[src/rtl/uart_tx.sv]
// uart_tx: 8N1 UART transmitter (LSB first) for the FPGA-to-host line of the
// USB-UART bridge. A byte is accepted from a valid/ready source and
// serialised onto UART_RXD_OUT. Each bit lasts CLKS_PER_BIT clocks.
//
// Optional feature: define UART_TX_PARITY_EN to insert an even-parity bit
// between the data bits and the stop bit.
//
// Handshake: a transfer happens on a rising edge of CLK100MHZ where
// tx_valid_i && tx_ready_o. tx_ready_o is high only in IDLE. tx_data_i is
// sampled on that edge only. While busy, tx_valid_i and tx_data_i are ignored.
module uart_tx #(
    parameter int CLKS_PER_BIT = 10416,
    parameter int DATA_BITS    = 8
) (
    input  logic                 CLK100MHZ,
    input  logic                 BTNC,
    input  logic [DATA_BITS-1:0] tx_data_i,
    input  logic                 tx_valid_i,
    output logic                 tx_ready_o,
    output logic                 tx_busy_o,
    output logic                 UART_RXD_OUT
);

    localparam int CW = (CLKS_PER_BIT > 1) ? $clog2(CLKS_PER_BIT) : 1;
    localparam int IW = (DATA_BITS > 1) ? $clog2(DATA_BITS) : 1;
    localparam logic [CW-1:0] CNT_LAST = CW'(CLKS_PER_BIT - 1);
    localparam logic [IW-1:0] IDX_LAST = IW'(DATA_BITS - 1);

`ifdef UART_TX_PARITY_EN
    typedef enum logic [2:0] {
        S_IDLE   = 3'd0,
        S_START  = 3'd1,
        S_DATA   = 3'd2,
        S_PARITY = 3'd3,
        S_STOP   = 3'd4
    } state_t;
`else
    typedef enum logic [2:0] {
        S_IDLE   = 3'd0,
        S_START  = 3'd1,
        S_DATA   = 3'd2,
        S_STOP   = 3'd4
    } state_t;
`endif

    state_t                 state_q;
    state_t                 state_d;
    logic [CW-1:0]          cnt_q;
    logic [IW-1:0]          idx_q;
    logic [DATA_BITS-1:0]   shift_q;
    logic [DATA_BITS-1:0]   shift_d;
    logic                   line_q;
    logic                   line_d;
    logic                   accept;
    logic                   bit_tick;
`ifdef UART_TX_PARITY_EN
    logic                   parity_q;
`endif

    assign accept   = (state_q == S_IDLE) && tx_valid_i;
    assign bit_tick = (state_q != S_IDLE) && (cnt_q == CNT_LAST);

    // State register.
    always_ff @(posedge CLK100MHZ) begin
        if (BTNC) begin
            state_q <= S_IDLE;
        end else begin
            state_q <= state_d;
        end
    end

    // Next-state logic: every non-idle state advances on the baud tick.
    always_comb begin
        state_d = state_q;
        case (state_q)
            S_IDLE: begin
                if (tx_valid_i) state_d = S_START;
            end
            S_START: begin
                if (bit_tick) state_d = S_DATA;
            end
            S_DATA: begin
                if (bit_tick && (idx_q == IDX_LAST)) begin
`ifdef UART_TX_PARITY_EN
                    state_d = S_PARITY;
`else
                    state_d = S_STOP;
`endif
                end
            end
`ifdef UART_TX_PARITY_EN
            S_PARITY: begin
                if (bit_tick) state_d = S_STOP;
            end
`endif
            S_STOP: begin
                if (bit_tick) state_d = S_IDLE;
            end
            default: begin
                state_d = S_IDLE;
            end
        endcase
    end

    // Next shift-register value: load on accept, shift right on each data tick.
    always_comb begin
        shift_d = shift_q;
        if (accept) begin
            shift_d = tx_data_i;
        end else if ((state_q == S_DATA) && bit_tick) begin
            shift_d = shift_q >> 1;
        end
    end

    // Output decode: handshake flags from the current state, and the next
    // line level from the next state so the registered line moves on the
    // same edge as the state/bit change.
    always_comb begin
        tx_ready_o = (state_q == S_IDLE);
        tx_busy_o  = (state_q != S_IDLE);
        line_d     = 1'b1;
        case (state_d)
            S_IDLE:   line_d = 1'b1;
            S_START:  line_d = 1'b0;
            S_DATA:   line_d = shift_d[0];
`ifdef UART_TX_PARITY_EN
            S_PARITY: line_d = parity_q;
`endif
            S_STOP:   line_d = 1'b1;
            default:  line_d = 1'b1;
        endcase
    end

    // Baud counter: held at 0 in IDLE, wraps to 0 on the tick otherwise.
    always_ff @(posedge CLK100MHZ) begin
        if (BTNC || (state_q == S_IDLE) || bit_tick) begin
            cnt_q <= '0;
        end else begin
            cnt_q <= cnt_q + 1'b1;
        end
    end

    // Bit index: advances per data bit, cleared when the last data bit ends.
    always_ff @(posedge CLK100MHZ) begin
        if (BTNC) begin
            idx_q <= '0;
        end else if ((state_q == S_DATA) && bit_tick) begin
            if (idx_q == IDX_LAST) begin
                idx_q <= '0;
            end else begin
                idx_q <= idx_q + 1'b1;
            end
        end
    end

    // Shift register and registered serial line (idle high, glitch-free).
    always_ff @(posedge CLK100MHZ) begin
        if (BTNC) begin
            shift_q <= '0;
            line_q  <= 1'b1;
        end else begin
            shift_q <= shift_d;
            line_q  <= line_d;
        end
    end

`ifdef UART_TX_PARITY_EN
    // Even parity of the accepted byte, captured once at acceptance.
    always_ff @(posedge CLK100MHZ) begin
        if (BTNC) begin
            parity_q <= 1'b0;
        end else if (accept) begin
            parity_q <= ^tx_data_i;
        end
    end
`endif

    assign UART_RXD_OUT = line_q;

endmodule
[config.mk]
export PLATFORM = sky130hd
export DESIGN_NAME = uart_tx
export DESIGN_NICKNAME = d
export VERILOG_FILES = /design/src/rtl/uart_tx.sv
export SDC_FILE = /design/constraint.sdc
export NUM_CORES = 1
export LEC_CHECK = 0
export CORE_MARGIN = 5
export CORE_UTILIZATION = 30
export DETAILED_ROUTE_END_ITERATION = 8
export PLACE_DENSITY = 0.57
export SLEW_MARGIN = 20
export SYNTH_ARGS = -nofsm -noshare
export SYNTH_HDL_FRONTEND = slang
export SYNTH_SLANG_ARGS = --single-unit
[constraint.sdc]
create_clock -name CLK100MHZ -period 2 [get_ports CLK100MHZ]
set_input_delay 0.2 -clock CLK100MHZ [delete_from_list [all_inputs] [get_ports CLK100MHZ]]
set_output_delay 0.2 -clock CLK100MHZ [all_outputs]
set_load 0.01 [all_outputs]
* Word level (Yosys, flattened, before mapping) *
Index checks and enable logic that the tools add are counted.

cells by class
  $add $sub $neg = 2
  equal/unequal tests = 7
  multiplexer cells = 9
  reductions and logical operators = 9

operators by type and width
  cell                   number
  $mux 8                 2
  $mux 3                 5
  $add 14x1->14 const B  1
  $eq 14x14->1 const B   1
  $pmux 3 s4             1
  $eq 3x1->1 const B     2
  $eq 3x2->1 const B     2
  $eq 3x3->1 const B     2
  $logic_and 1x1->1      4
  $add 3x1->3 const B    1
  $logic_not 3->1        1
  $reduce_bool 3->1      1
  $logic_or 1x1->1       2
  $pmux 1 s2             1
  $reduce_bool 2->1      1

storage, ports and cells
  register bits = 29
  input port bits = 11
  output and inout port bits = 3
  logic and storage cells = 33

* Longest topological paths before layout *
Gate-level depths: netlist of the first run.

  word-level depth = 7
  mapped depth = 7
  gate-level depth less buffers = 6

* Worst setup path after synthesis of the first run *
OpenSTA, ideal clock, no wires.

  kind = register to register
  start point = register cnt_q[0]
  end point = register shift_q[4]
  library setup time = 0.120 ns
  data arrival time = 1.666 ns
  path slack = 0.214 ns
  cell stages (with the launch flop) = 7
  buffers on the path = 0
  clock period less this slack = 1.786 ns
  cell sequence = dfxtp_1 -> ha_1 -> nand4_1 -> or4_4 -> nor4_4 -> nor3b_2 -> nor4_2

on the way
  word-level cells in the longest chain between the ends = 4

RTL lines
  element                             line  text
  from (decl)                         48    logic [CW-1:0] cnt_q;
  from (signal assigned)              139   cnt_q <= cnt_q + 1'b1;
  $eq 14x14->1                        61    assign bit_tick = (state_q != S_IDLE) && (cnt_q == CNT_LAST);
  $logic_and 1x1->1                   61
  $logic_and 1x1->1                   110   end else if ((state_q == S_DATA) && bit_tick) begin
  $reduce_bool 2->1 (no source line)  --
  to (signal assigned)                162   shift_q <= shift_d;
  to (decl)                           50    logic [DATA_BITS-1:0] shift_q;

Every way passes these cells.
A chain may end at the register's enable or synchronous reset.

* Worst setup path after layout of the first run *
Same ends and word-level chain as after synthesis.

==> tab_implementation.tex, run 1 <==
\begin{tabular}{lr}
\hline
Metric & Value \\
\hline
\multicolumn{2}{l}{\textbf{Run status}} \\
Run status & finished clean \\
\multicolumn{2}{l}{\textbf{Synth}} \\
Total number of yosys warnings & 0 \\
Post-synthesis instance area & $\sim$0.0014 mm2 \\
Dominant register cell in the synthesized netlist & dfxtp\_1 \\
Net count after synthesis & 170 \\
Cells taking the most area after synthesis & dfxtp\_1 (41\%), nor2\_1 (6.9\%), xor2\_1 (5.0\%) \\
Number of synthesized register bits & 29 \\
Sequential element share of the synthesized area & 0.413 \\
Most common cell in the synthesized netlist & dfxtp\_1 \\
Largest area contributor in the synthesized netlist & dfxtp\_1 \\
Count of unique library cells instantiated by Yosys & 40 \\
Post-synthesis instance total & 156 \\
Number of synthesized flops with an enable pin & 0 \\
Synth top cells by count & dfxtp\_1 (29), nor2\_1 (26), nand2\_1 (13) \\
Synthesized area per cell & 9.01 um2 \\
Synth async-reset ratio & 0 \\
Fraction of synthesized cell area taken by the top area cell type & 0.413 \\
\multicolumn{2}{l}{\textbf{Timing}} \\
Worst-case setup margin in the final layout & 0.138 ns \\
Hold violation count in the final report & 0 \\
Sum of negative setup slack & 0 ns \\
RSZ-0062 raised after global routing & false \\
Post-Route Skew & 0.00896 ns \\
Setup-failing EPs final & 0 \\
Transition at the pin with the smallest max-transition slack & 0.331 ns \\
Worst max-slew margin expressed relative to the limit & 0.778 \\
Minimum clock period after layout & $\sim$1.9 ns \\
Ratio of final minimum period to clock period & 0.931 \\
Max-slew violation count & 0 \\
Achievable clock frequency & approximately 540 MHz \\
\multicolumn{2}{l}{\textbf{Finish}} \\
Ratio of cells with drive above 1 in the final layout & 0.154 \\
Ant diodes & 0 \\
Final-layout fill cell count & between 400 and 500 \\
Area growth from synthesis to layout & 23.0\% \\
Area occupied by multi-input gates & between 700 and 800 um2 \\
Total number of nets in the final design & 188 \\
Register cell area after layout & 581 um2 \\
\multicolumn{2}{l}{\textbf{Clock network}} \\
Clock Latency Late Sink & 0.27 ns \\
Clock sink count & 29 \\
Library cell used as clock root buffer & clkbuf\_8 \\
Postcts setup bufs & 0 \\
TritonCTS clock tree & yes \\
Register clock-pin slew on the reported worst setup and hold paths & around 0.060 ns \\
Buffer depth of the longest clock path & 2 \\
Number of clock buffers inserted by TritonCTS & 5 \\
Deepest level of the CTS H-tree & 2 \\
\multicolumn{2}{l}{\textbf{Placed design}} \\
Final GP Congestion & 0.783 \\
Total half-perimeter wirelength after legalization and detailed placement & roughly 2200 um \\
Post-Place Setup Slack & 0.0673 ns \\
Number of port buffers & 13 \\
\multicolumn{2}{l}{\textbf{Detailed routing}} \\
Post-DR vias/cell & 4.98 \\
Average routed wire per standard cell & 12.9 um \\
Post-detailed-route count of antenna-violating nets & 0 \\
Number of DRC markers after the initial detailed-route iteration & 83 \\
\# DRC & 0 \\
Via count & 1131 \\
Pre-Repair DR Iteration Count & 4 \\
Overall routed net length & 2930 um \\
\multicolumn{2}{l}{\textbf{Min path}} \\
Hold crit path type & reg -> reg \\
Min-delay src & cnt\_q[0]\$\_SDFF\_PP0\_ \\
Hold Path Depth & 1 \\
Terminating pin of the worst hold path & cnt\_q[0]\$\_SDFF\_PP0\_ \\
\multicolumn{2}{l}{\textbf{Critical path}} \\
Kind of end point of the critical path & flop \\
Critical Path Source Type & flop \\
Worst reg2reg startpoint & cnt\_q[0]\$\_SDFF\_PP0\_ \\
Destination of the worst register-to-register timing path & shift\_q[4]\$\_SDFFE\_PP0P\_ \\
Cell depth of the worst flop-to-flop path & 7 \\
Required time of the worst setup path & 2.18 ns \\
Largest stage delay, worst path & 0.44 ns \\
Classification of the worst setup path & reg -> reg \\
Count of buffering cells on the critical path with inverters included & 1 \\
Critical path's slowest cell & or4\_4 \\
Top delay family on crit path & simple AND/OR/NAND/NOR gates \\
Arrival time worst endpoint & 2.05 ns \\
Setup slack on the worst flop-to-flop path & 0.14 ns \\
Critical path, cell by cell & ha\_1 > nand4\_1 > or4\_4 > nor4\_4 > buf\_6 > nor3\_2 > nor4\_2 \\
Maximum fanout along the worst path & 7 \\
\multicolumn{2}{l}{\textbf{Floorplanning}} \\
FP Rows & 24 \\
Height of the die & 78.4 um \\
Initial cell density of the core & 0.316 \\
Core Box Area & roughly 0.0044 mm2 \\
Number of primary I/O pins & 14 \\
Die Span X & 78.4 um \\
Full die area & 0.00615 mm2 \\
\multicolumn{2}{l}{\textbf{Global routing}} \\
Leftover overflow at the end of global routing & 0 \\
Global router's overall resource usage & 0.0942 \\
Via count of the first global-routing pass & 1028 \\
Antenna violations before repair & 0 \\
Pin count of the biggest net entering global routing & 16 \\
Wire length of the first global-routing pass & approximately 4700 um \\
\multicolumn{2}{l}{\textbf{Power}} \\
IR Drop Worst-Case VDD & 0.412 mV \\
Pleak & 0.626 nW \\
Cell area power density & 768 mW/mm2 \\
\multicolumn{2}{l}{\textbf{Run}} \\
Number of maximum-capacitance violations & 0 \\
\hline
\end{tabular}
[per-layer routing]
metal,wire length [um],vias to the layer above,GRT usage
met1,1370,526,0.120
met2,1420,20,0.151
li1,-,583,-
met4,36,0,0.0367
met3,98,2,0.0275
met5,0,-,0
[registers in the layout, indices dropped and copies added, names as in the netlist]
signal        cells
shift_q           8
idx_q             3
UART_RXD_OUT      1
state_q           3
cnt_q            14
[per-stage QoR]
step                cells  cell area, um2   util  power, mW  hold slack (ns)
floorplan             156            1410      -      0.675            0.271
global placement      219            1600  0.360      0.714            0.439
detailed placement    219            1600  0.360      0.717            0.459
CTS                   227            1720  0.387       1.35            0.472
global route          227            1730  0.389       1.38            0.494
finish                227            1730  0.389       1.33            0.469
[cell type report]
type	instances	area share
Inverter	3	0.00652
Tap cell	52	0.0377
Timing Repair Buffer	18	0.0992
Clock inverter	2	0.0217
Clock buffer	6	0.0478
Multi-Input combinational cell	117	0.451
Sequential cell	29	0.336
[power breakdown]
group,switching (mW),total [mW],internal [mW]
clock,0.218,0.623,0.405
combinational,0.0443,0.0959,0.0515
sequential,0.0143,0.609,0.595
[cell usage in the layout (no fill, tap or decap), types with 2 or more instances in the layout]
cell             instances
nand3_1                  5
o21ai_0                  3
ha_1                     3
mux2i_1                  3
nand4_1                  2
buf_4                    4
clkbuf_8                 6
o21bai_1                 3
a31oi_1                  4
nor3_2                   3
inv_1                    3
a22oi_1                  2
a211oi_1                 3
nor3_1                   6
nor2_1                  26
xor2_1                   8
clkdlybuf4s50_1         13
dfxtp_1                 29
or3_1                    2
a21boi_0                 2
nand2_1                 13
a21oi_1                  6
and3_1                   3
xnor2_1                  4
[kinds of logic (layout without fill, tap and decap cells)]
logic type | count (synthesis) | in the layout | share of synthesized area
flip-flops | 29 | 29 | 0.413
multiplexers | 3 | 3 | 0.0214
adder cells (fa/ha/maj) | 3 | 3 | 0.0267
XOR/XNOR | 12 | 12 | 0.0748
AO/OA/AOI/OAI | 26 | 26 | 0.124
buffers and inverters | 10 | 29 | 0.0356
AND/OR/NAND/NOR | 73 | 73 | 0.305
[worst max path at each step]
stage / from / end / slack (ns) / cells past startpoint
floorplan: cnt_q[0]$_SDFF_PP0_ / shift_q[4]$_SDFFE_PP0P_ / 0.21 / 6
global placement: cnt_q[0]$_SDFF_PP0_ / cnt_q[6]$_SDFF_PP0_ / 0.17 / 5
detailed placement: cnt_q[0]$_SDFF_PP0_ / cnt_q[7]$_SDFF_PP0_ / 0.07 / 5
CTS: cnt_q[0]$_SDFF_PP0_ / cnt_q[7]$_SDFF_PP0_ / 0.05 / 5
global route: cnt_q[0]$_SDFF_PP0_ / shift_q[3]$_SDFFE_PP0P_ / 0.02 / 7
finish: cnt_q[0]$_SDFF_PP0_ / shift_q[4]$_SDFFE_PP0P_ / 0.14 / 7
[repair_timing]
action / CTS / global route
endpoints found under the setup margin: 0 / 17
hold endpoints to repair: 0 / 0
resized for setup: 0 / 3
hold buffers: 0 / 0
Power figures use the tool's default switching activity.
==> run 2, diff against run 1 <==
--- a/config.mk
+++ b/config.mk
@@ -8,6 +8,7 @@
 export CORE_MARGIN = 5
 export CORE_UTILIZATION = 30
 export DETAILED_ROUTE_END_ITERATION = 8
+export GPL_TIMING_DRIVEN = 0
 export PLACE_DENSITY = 0.57
 export SLEW_MARGIN = 20
 export SYNTH_ARGS = -nofsm -noshare
==> tab_implementation.tex, run 2 (synthesis gave the netlist of run 1 again) <==
\begin{tabular}{lr}
\hline
Metric & Value \\
\hline
\multicolumn{2}{l}{\textbf{Finish}} \\
Commonest non-fill, non-tap cell in the layout & dfxtp\_1 \\
Final-layout fill cell count & 459 \\
Final standard cell count with taps included and fillers excluded & 229 \\
Commonest cells after routing, fill and taps aside & dfxtp\_1 (27), nor2\_1 (26), nand2\_1 (13), clkdlybuf4s50\_1 (13), xor2\_1 (8) \\
Registers with the highest flip-flop counts & cnt\_q (14), shift\_q (8) \\
Number of flip-flops under the largest register name & 14 \\
Area growth from synthesis to layout & 21.5\% \\
Ant diodes & 0 \\
Ratio of cells with drive above 1 in the final layout & 0.147 \\
Total number of nets in the final design & 192 \\
Most flop-heavy register & cnt\_q \\
\multicolumn{2}{l}{\textbf{Critical path}} \\
Source of the critical timing path & state\_q[0]\$\_SDFF\_PP0\_ \\
Cell depth of the worst flop-to-flop path & 7 \\
Kind of end point of the critical path & output pin \\
Arrival time worst endpoint & 1.68 ns \\
Critical Path Source Type & flop \\
Classification of the worst setup path & reg -> out \\
Required time of the worst setup path & around 1.8 ns \\
Destination of the worst register-to-register timing path & cnt\_q[11]\$\_SDFF\_PP0\_ \\
Setup slack on the worst flop-to-flop path & approximately 0.15 ns \\
Maximum fanout along the worst path & 9 \\
Worst reg2reg startpoint & cnt\_q[0]\$\_SDFF\_PP0\_ \\
\multicolumn{2}{l}{\textbf{Power}} \\
Overall power after layout & 1.13 mW \\
Pleak & 0.611 nW \\
IR Drop Worst-Case VDD & between 0.2 and 0.3 mV \\
Cell area power density & 662 mW/mm2 \\
\multicolumn{2}{l}{\textbf{Timing}} \\
Setup-failing EPs final & 0 \\
Post-Route Skew & 0.00743 ns \\
Achievable clock frequency & about 530 MHz \\
Worst max-slew margin expressed relative to the limit & 0.658 \\
Transition at the pin with the smallest max-transition slack & 0.513 ns \\
Max-slew violation count & 0 \\
Minimum clock period after layout & 1.88 ns \\
Ratio of final minimum period to clock period & 0.942 \\
RSZ-0062 raised after global routing & false \\
Hold violation count in the final report & 0 \\
\multicolumn{2}{l}{\textbf{Floorplanning}} \\
FP Rows & 24 \\
Core Box Area & roughly 0.0044 mm2 \\
Height of the die & 78.4 um \\
Die Span X & 78.4 um \\
Full die area & a little over 0.006 mm2 \\
Initial cell density of the core & 0.316 \\
Number of primary I/O pins & 14 \\
\multicolumn{2}{l}{\textbf{Clock network}} \\
Deepest level of the CTS H-tree & 2 \\
Number of clock buffers inserted by TritonCTS & 5 \\
Clock Latency Late Sink & 0.27 ns \\
Number of hold buffers added after CTS & 0 \\
Buffer depth of the longest clock path & 2 \\
Register clock-pin slew on the reported worst setup and hold paths & around 0.060 ns \\
Clock sink count & 29 \\
TritonCTS clock tree & yes \\
Library cell used as clock root buffer & clkbuf\_8 \\
\multicolumn{2}{l}{\textbf{Detailed routing}} \\
Via count & approximately 1100 \\
Average routed wire per standard cell & 11.9 um \\
Post-DR vias/cell & 4.87 \\
Overall routed net length & 2710 um \\
Pre-Repair DR Iteration Count & 4 \\
Post-detailed-route count of antenna-violating nets & 0 \\
\# DRC & 0 \\
Number of DRC markers after the initial detailed-route iteration & 63 \\
\multicolumn{2}{l}{\textbf{Placed design}} \\
Total half-perimeter wirelength after legalization and detailed placement & a little under 2000 um \\
Final GP Congestion & 0.740 \\
Number of port buffers & 13 \\
Cell Count Post-Placement & 221 \\
\multicolumn{2}{l}{\textbf{Global routing}} \\
Pin count of the biggest net entering global routing & 11 \\
Leftover overflow at the end of global routing & 0 \\
Wire length of the first global-routing pass & 4650 um \\
Via count of the first global-routing pass & 1017 \\
Antenna violations before repair & 0 \\
Global router's overall resource usage & 0.0967 \\
\multicolumn{2}{l}{\textbf{Min path}} \\
Terminating pin of the worst hold path & cnt\_q[0]\$\_SDFF\_PP0\_ \\
Min-delay src & cnt\_q[0]\$\_SDFF\_PP0\_ \\
Hold crit path type & reg -> reg \\
Hold Path Depth & 1 \\
\multicolumn{2}{l}{\textbf{Run}} \\
Number of maximum-capacitance violations & 0 \\
\multicolumn{2}{l}{\textbf{Run status}} \\
Run status & finished clean \\
\hline
\end{tabular}
[run 2: stage by stage]
step	util	hold slack, ns	setup WS, ns	TNS, ns	instance area, um2
after floorplan	-	0.271	0.214	0	1410
after global placement	0.360	0.442	-0.0404	-0.0412	1600
after detailed placement	0.360	0.450	-0.0714	-0.149	1600
after CTS	0.380	0.464	0.0518	0	1690
after global routing	0.384	0.462	0.00226	0	1710
final	0.384	0.433	0.117	0	1710
[run 2: metal layers]
layer | global-route usage | vias to the layer above | share of wire | routed length [um]
met5 | 0 | - | 0 | 0
met4 | 0.0524 | 0 | 0.024 | 64
met3 | 0.0309 | 4 | 0.029 | 79
met2 | 0.139 | 14 | 0.44 | 1180
met1 | 0.128 | 506 | 0.51 | 1390
li1 | - | 591 | - | -
[run 2: how the worst max path moves through the flow]
stage	endpoint	slack (ns)	cells after the start
after floorplan	shift_q[4]$_SDFFE_PP0P_	0.21	6
after global placement	shift_q[4]$_SDFFE_PP0P_	-0.04	6
after detailed placement	shift_q[4]$_SDFFE_PP0P_	-0.07	6
after CTS	tx_ready_o	0.05	3
after global routing	tx_ready_o	0.002	3
final	tx_ready_o	0.12	3
[run 2: power breakdown]
group	total, mW	internal [mW]	leakage (nW)	switching [mW]
clock network	0.421	0.228	0.0399	0.193
logic	0.103	0.0547	0.335	0.0485
registers	0.606	0.596	0.237	0.0104
total	1.13	0.878	0.611	0.252
[run 2: area by class of cell]
cell class | instances | area (um2) | share of cell area
clock inverter | 1 | 5.00 | 0.00293
sequential | 29 | 583 | 0.342
clock buffer | 5 | 68.8 | 0.0403
timing repair buffer | 15 | 145 | 0.0850
multi-input combinational | 117 | 790 | 0.463
inverter | 3 | 11.3 | 0.00660
tap | 52 | 65.1 | 0.0381
buffer | 7 | 38.8 | 0.0227
[run 2: critical path, cell delays in order, from the launching register on]
cell             delay [ns]
dfxtp_1                0.29
clkbuf_1               0.23
nor3_4                 0.31
clkdlybuf4s50_1        0.58
[run 2: timing repair]
item	in CTS	in global routing
endpoints found under the setup margin	4	19
gates resized for setup	0	5
pin swaps	1	3
cloned	0	0
buffers inserted	2	0
